--- config.mk ---
export PLATFORM = sky130hd
export DESIGN_NAME = keymgr_sideload_streamer
export DESIGN_NICKNAME = d
export VERILOG_FILES = /design/src/rtl/keymgr_sideload_streamer.sv
export SDC_FILE = /design/constraint.sdc
export NUM_CORES = 1
export LEC_CHECK = 0
export CAP_MARGIN = 20
export CORE_ASPECT_RATIO = 1.1
export CORE_MARGIN = 1.5
export CORE_UTILIZATION = 51
export DETAILED_ROUTE_END_ITERATION = 6
export PLACE_DENSITY = 0.81
export SLEW_MARGIN = 5
export SYNTH_ARGS = -nofsm -noshare
export SYNTH_HDL_FRONTEND = slang
export SYNTH_SLANG_ARGS = --single-unit
export TNS_END_PERCENT = 100
--- constraint.sdc ---
create_clock -name clk_i -period 2.15 [get_ports clk_i]
set_clock_uncertainty 0.05 [all_clocks]
set_input_delay 0.43 -clock clk_i [delete_from_list [all_inputs] [get_ports clk_i]]
set_output_delay 0.43 -clock clk_i [all_outputs]
set_load 0.05 [all_outputs]
--- src/rtl/keymgr_sideload_streamer.sv ---
// ============================================================================
// Module   : keymgr_sideload_streamer
// Purpose  : Captures a multi-share sideload key on the rising edge of the
//            valid signal and streams it out one 32-bit word at a time.
// Options  : KEYMGR_SIDELOAD_WIPE_EN -- when defined, dropping valid mid-stream
//            or in DONE wipes the held key and aborts the stream.
// Revision : 1.0 - initial release
// ============================================================================
`default_nettype none

module keymgr_sideload_streamer #(
    parameter int NumRegsKey   = 8,
    parameter int NumSharesKey = 2
) (
    input  logic                                              clk_i,
    input  logic                                              rst_ni,
    input  logic                                              key_valid_i,
    input  logic [NumSharesKey*NumRegsKey*32-1:0]             key_sideload_i,
    output logic [31:0]                                       word_o,
    output logic                                              word_valid_o,
    input  logic                                              word_ready_i,
    output logic [((NumSharesKey > 1) ? $clog2(NumSharesKey) : 1)-1:0] share_idx_o,
    output logic [((NumRegsKey > 1) ? $clog2(NumRegsKey) : 1)-1:0]     word_idx_o,
    output logic                                              last_o,
    output logic                                              key_loaded_o
);

    localparam int SHARE_W   = (NumSharesKey > 1) ? $clog2(NumSharesKey) : 1;
    localparam int WORD_W    = (NumRegsKey > 1) ? $clog2(NumRegsKey) : 1;
    localparam int NUM_WORDS = NumSharesKey * NumRegsKey;
    localparam int SEL_W     = (NUM_WORDS > 1) ? $clog2(NUM_WORDS) : 1;

    typedef enum logic [1:0] {
        ST_IDLE   = 2'd0,
        ST_STREAM = 2'd1,
        ST_DONE   = 2'd2
    } state_t;

    state_t               r_state;
    state_t               w_state_next;
    logic [31:0]          r_key [NUM_WORDS];
    logic [SHARE_W-1:0]   r_share_idx;
    logic [WORD_W-1:0]    r_word_idx;
    logic                 r_key_valid_q;
    // Set once valid has been seen low after reset, so a valid that is
    // already high when reset releases never counts as a fresh rise.
    logic                 r_armed;

    logic                 w_rise;
    logic                 w_handshake;
    logic                 w_share_last;
    logic                 w_word_last;
    logic                 w_last_pos;
    logic                 w_wipe;
    logic [SEL_W-1:0]     w_sel;

    assign w_rise       = key_valid_i & ~r_key_valid_q & r_armed;
    assign w_handshake  = (r_state == ST_STREAM) & word_ready_i;
    assign w_share_last = (r_share_idx == SHARE_W'(NumSharesKey - 1));
    assign w_word_last  = (r_word_idx == WORD_W'(NumRegsKey - 1));
    assign w_last_pos   = w_share_last & w_word_last;
    assign w_sel        = SEL_W'(r_share_idx) * SEL_W'(NumRegsKey) + SEL_W'(r_word_idx);

`ifdef KEYMGR_SIDELOAD_WIPE_EN
    assign w_wipe = ~key_valid_i & ((r_state == ST_STREAM) | (r_state == ST_DONE));
`else
    assign w_wipe = 1'b0;
`endif

    always_ff @(posedge clk_i or negedge rst_ni) begin
        if (!rst_ni) begin
            r_state <= ST_IDLE;
        end else begin
            r_state <= w_state_next;
        end
    end

    always_comb begin
        w_state_next = r_state;
        case (r_state)
            ST_IDLE: begin
                if (w_rise) begin
                    w_state_next = ST_STREAM;
                end
            end
            ST_STREAM: begin
                if (w_wipe) begin
                    w_state_next = ST_IDLE;
                end else if (w_handshake && w_last_pos) begin
                    w_state_next = ST_DONE;
                end
            end
            ST_DONE: begin
                if (!key_valid_i) begin
                    w_state_next = ST_IDLE;
                end
            end
            default: w_state_next = ST_IDLE;
        endcase
    end

    always_ff @(posedge clk_i or negedge rst_ni) begin
        if (!rst_ni) begin
            r_key_valid_q <= 1'b0;
            r_armed       <= 1'b0;
            r_share_idx   <= '0;
            r_word_idx    <= '0;
            for (int i = 0; i < NUM_WORDS; i++) begin
                r_key[i] <= '0;
            end
        end else begin
            r_key_valid_q <= key_valid_i;
            if (!key_valid_i) begin
                r_armed <= 1'b1;
            end

            if (w_wipe) begin
                r_share_idx <= '0;
                r_word_idx  <= '0;
                for (int i = 0; i < NUM_WORDS; i++) begin
                    r_key[i] <= '0;
                end
            end else if ((r_state == ST_IDLE) && w_rise) begin
                r_share_idx <= '0;
                r_word_idx  <= '0;
                for (int i = 0; i < NUM_WORDS; i++) begin
                    r_key[i] <= key_sideload_i[i*32 +: 32];
                end
            end else if (w_handshake) begin
                // Indices return to zero after the final word so IDLE/DONE
                // always present (0,0) rather than an out-of-range share.
                if (w_last_pos) begin
                    r_share_idx <= '0;
                    r_word_idx  <= '0;
                end else if (w_word_last) begin
                    r_word_idx  <= '0;
                    r_share_idx <= r_share_idx + SHARE_W'(1);
                end else begin
                    r_word_idx  <= r_word_idx + WORD_W'(1);
                end
            end
        end
    end

    assign word_valid_o = (r_state == ST_STREAM);
    assign word_o       = word_valid_o ? r_key[w_sel] : 32'h0;
    assign share_idx_o  = r_share_idx;
    assign word_idx_o   = r_word_idx;
    assign last_o       = word_valid_o & w_last_pos;
    assign key_loaded_o = (r_state == ST_DONE);

endmodule

`default_nettype wire

# Word level (Yosys, flattened, before mapping)
# Cells that the tools add are included.
# Widths: inputs -> output; s select.
# op_classes
muxes,16
n_eq_ne,6
order_cmp,1
addsub,3
reduce_logical,7
bitwise,7
# ops
op,count
$bmux 32 s4,1
$mux 32,3
$mux 3,4
$mux 2,3
$pmux 2 s3,1
$and 1x1->1,5
$ge 5x5->1 const B,1
$not 4->5,1
$add 4x3->4,1
$mux 1,4
$ne 2x2->1 const B,2
$add 3x1->3 const B,1
$eq 3x3->1 const B,1
$reduce_and 3->1,1
$reduce_bool 3->1,1
$eq 2x1->1 const B,1
$eq 2x2->1 const B,1
$logic_and 1x1->1,2
$logic_not 2->1,1
$ne 2x1->1 const B,1
$reduce_and 2->1,1
$reduce_bool 2->1,1
$add 1x1->1 const B,1
$not 1->1,1
# totals
output_inout_bits,39
word_cells,61
regBits,520
input_bits,516

# Logic depth before layout (Yosys ltp)
# logic_depth
word_depth,6
mapped_depth,7
mapped_depth_nobuf,5

# Least setup slack after synthesis
# OpenSTA, ideal clock, no wires.
# synth_timing
kind,reg2out
startpoint,"reg r_word_idx[0], in the netlist word_idx_o[0]"
endpoint,out word_o[10]
path_stages_with_launch,8
slack_ps,-295
arrival_ps,1965
required_time_ps,1670
path_buffers,3
path_cell_list,dfrtp_1 > buf_2 > buf_2 > buf_2 > mux2i_1 > a22oi_1 > nand3_1 > nand2_1
# synth_via
elab_chain_cells,6
# synth_rtl
element,line,source
"start, declared",43,logic [WORD_W-1:0] r_word_idx;
"start signal, assigned",139,r_word_idx <= r_word_idx + WORD_W'(1);
$add 4x3->4,62,assign w_sel = SEL_W'(r_share_idx) * SEL_W'(NumRegsKey) + SEL_W'(r_word_idx);
$not 4->5 (not written as such),146,assign word_o = word_valid_o ? r_key[w_sel] : 32'h0;
$bmux 32 s4,146,
$mux 32 (not written as such) (2 in a row),146,
$mux 32,146,
"end, declared",19,"output logic [31:0] word_o,"
# No other way between the ends. The select of a mux whose other input is x is not followed.

# Final worst setup path
# layout_timing
startpoint,"reg r_word_idx[0], in the netlist word_idx_o[0]"
endpoint,out word_o[4]
# Same word-level chain as after synthesis.

==> results_dict.tcl <==
set metrics [dict create \
    status "complete, but fails checks" \
    violations "negative setup slack" \
    path_clk_slew_ns 0.07 \
    syn2layout_area_growth_pct 43.61 \
    yosysSeqAreaShare_pct 54.44 \
    slowest_delay_ns 0.47 \
    setup_viol 33 \
    critPathTopFamily "buffers and inverters" \
    hp-class "in2reg" \
    initial_utilization_pct 51.38 \
    firstDrtPassIters 6 \
    syn_nets 3263 \
    synth_seq_cells 520 \
    drv_cap 0 \
    mostFrequentLayoutCell "nand2_1" \
    cts_buffer_depth 3 \
    antenna_found_initial 13 \
    worstPathRequired_ns 1.67 \
    route.detailed.drc 0 \
    stdcell_count 3975 \
    slew_violations 0 \
    avgViaCountPerCell 5.551 \
    drtAntennaViolNets 0 \
    htree_levels 2 \
    final_cell_mix "nand2_1 (1,538), dfrtp_1 (517), clkdlybuf4s50_1 (514)" \
    tns_ns -20.99 \
    dp_hpwl_um 59490 \
    gr-total-overflow 0 \
    leakagePower_nw 17.15 \
    place_congestion 0.9263 \
    layout-drive-gt1-share_pct 12.65 \
    io_buffers 554 \
    multiInputGateArea_sq_um 10720 \
    slew_headroom_pct 64.26 \
    vias 22067 \
    synth_edf_count 0 \
    root_buffer "clkbuf_16" \
    async_flop_share_pct 100.0 \
    insertion_delay_ns 0.61 \
    drt-total-wl_um 84530 \
    syn_avg_cell_area_sq_um 8.708 \
    num_rows 83 \
    ys_types 21 \
    dp.cells 3832 \
    die_w_um 209.4 \
    slowest_stage "dfrtp_4" \
    timing.final.crit_period_ns 2.926 \
    max_slew.worst_pin.slew_ns 0.5361 \
    clkSinkCount 520 \
    grt_start_max_net_pins 102 \
    rsz0062_at_grt "yes" \
    max_clock_freq_ghz 0.3418 \
    ir_drop_mv 1.224 \
    cp-start-kind "register" \
    grt_pass1_vias 22443 \
    ys_warn_count 0 \
    final_hold_viol_count 0 \
    ios 555 \
    seqCellArea_sq_um 13020 \
    path_max_fanout 16 \
    synth_ff_type "dfrtp_1" \
    p_per_area_nw_per_um2 1556 \
    die_h_um 230.1 \
    drt_iter0_markers 2160 \
    fillers 3203 \
    cp_data_arrival_time_ns 2.45 \
    timing.final.crit_share_pct 136.1 \
    worstSetupPathType "reg2out" \
    netlist_instances 2745 \
    dieArea_sq_um 48180 \
    crit_buf_inv 3 \
    cts_made_buffers 54 \
    wl_per_cell_um 21.26 \
    nNetsFinal 3840 \
    worst_slack_ns -0.7756 \
    grt_usage_pct 34.62 \
    cp_cell_sequence "buf_12 > buf_12 > mux2i_1 > a22oi_1 > nand3_1 > nand2_4 > buf_12" \
    tritoncts "done" \
    worstSetupEndpointType "output port" \
    crit_path_frequent_cell "buf_12" \
    grt_pass1_wl_um 127200 \
    total_power_mw 53.41 \
    syn_area_sq_um 23900 \
    core_sq_um 46520 \
]
==> report_power, final <==
part	internal, mW	switching, mW	total, mW
clock network	6.06	4.01	10.1
logic	11.9	14.6	26.5
registers	14.1	2.73	16.9
==> sequential cells by signal, indices dropped and copies added, names as in the netlist <==
name and count:
share_idx_o 1, r_armed 1, r_state 2, word_idx_o 3
r_key 512, r_key_valid_q 1
==> final timing paths <==
kind                       slack, ns  depth (start not counted)                      to                       from
setup / recovery               -0.78                          7               word_o[4]  word_idx_o[0]$_DFFE_PN0P_
hold / removal                  0.30                          3  r_key[382]$_DFFE_PN0P_        key_sideload_i[158]
setup reg to reg                0.20                          7  r_key[236]$_DFFE_PN0P_     r_state[1]$_DFFE_PN0P_
hold reg to reg                 0.42                          2  r_key[310]$_DFFE_PN0P_     r_key[310]$_DFFE_PN0P_
max in group asynchronous       0.91                          3  r_key[444]$_DFFE_PN0P_                     rst_ni
min in group asynchronous       0.31                          2  r_key[450]$_DFFE_PN0P_                     rst_ni
==> per-layer routing <==
| layer | vias to the layer above | global-route usage (%) | part of all wire, % |
|---|---|---|---|
| met1 | 10759 | 44.47 | 39 |
| li1 | 9946 | - | - |
| met4 | 2 | 18.91 | 5.5 |
| met3 | 235 | 4.480 | 7.2 |
| met5 | - | 0 | 0.015 |
| met2 | 1125 | 57.16 | 48 |
==> timing repair <==
item,in CTS,in global routing
cloned,5,1
hold buffers,1,0
pin swaps,62,40
buffers inserted,17,6
setup endpoints to repair,35,33
gates resized for setup,85,53
endpoints found under the hold margin,38,0
==> kinds of logic after synthesis <==
group           after synthesis  share of synthesized area, %
simple gates               1655                         26.50
flops                       520                         54.44
mux                         256                         10.72
buf+inv                     178                         4.057
compound gates              133                         4.151
fa+ha+maj                     2                        0.1047
xor+xnor                      1                       0.03665
==> cell type report <==
type	instances	share of cell area, %
flip-flops and latches	520	37.92
inverters	1	0.02187
clock inverters	15	0.6014
repair buffers	698	22.95
clock buffers	87	5.008
well taps	595	2.169
multi-input cells	2047	31.24
diodes	12	0.08747
==> per-stage QoR <==
stage	hold slack, ns	utilization, %	setup slack (ns)	instance area (sq um)
floorplan	0.08441	-	-0.03873	24150
global placement	0.3455	67.45	-0.2149	31380
detailed placement	0.3500	67.45	-0.2494	31380
CTS	0.2858	73.03	-0.7093	33980
global route	0.3033	73.79	-0.7854	34330
finish	0.3010	73.79	-0.7756	34330
==> worst min-delay path: stages <==
cell and delay [ns]:
clkdlybuf4s50_1 0.39, nand2_1 0.06, nand2_1 0.04
==> synth_stat cells (2+ instances only) <==
cell,number,area [sq um]
and2_1,3,18.77
clkbuf_1,45,168.9
buf_1,7,26.28
nor2b_1,3,18.77
dfrtp_1,520,13010
mux2i_1,256,2562
a22oi_1,128,960.9
buf_2,67,335.3
ha_1,2,25.02
nor2_1,4,15.01
o21ai_0,3,15.01
buf_4,58,435.4
nand2b_1,3,18.77
nand3_1,68,340.3
nand2_1,1572,5901
(Power assumes the default switching activity.)
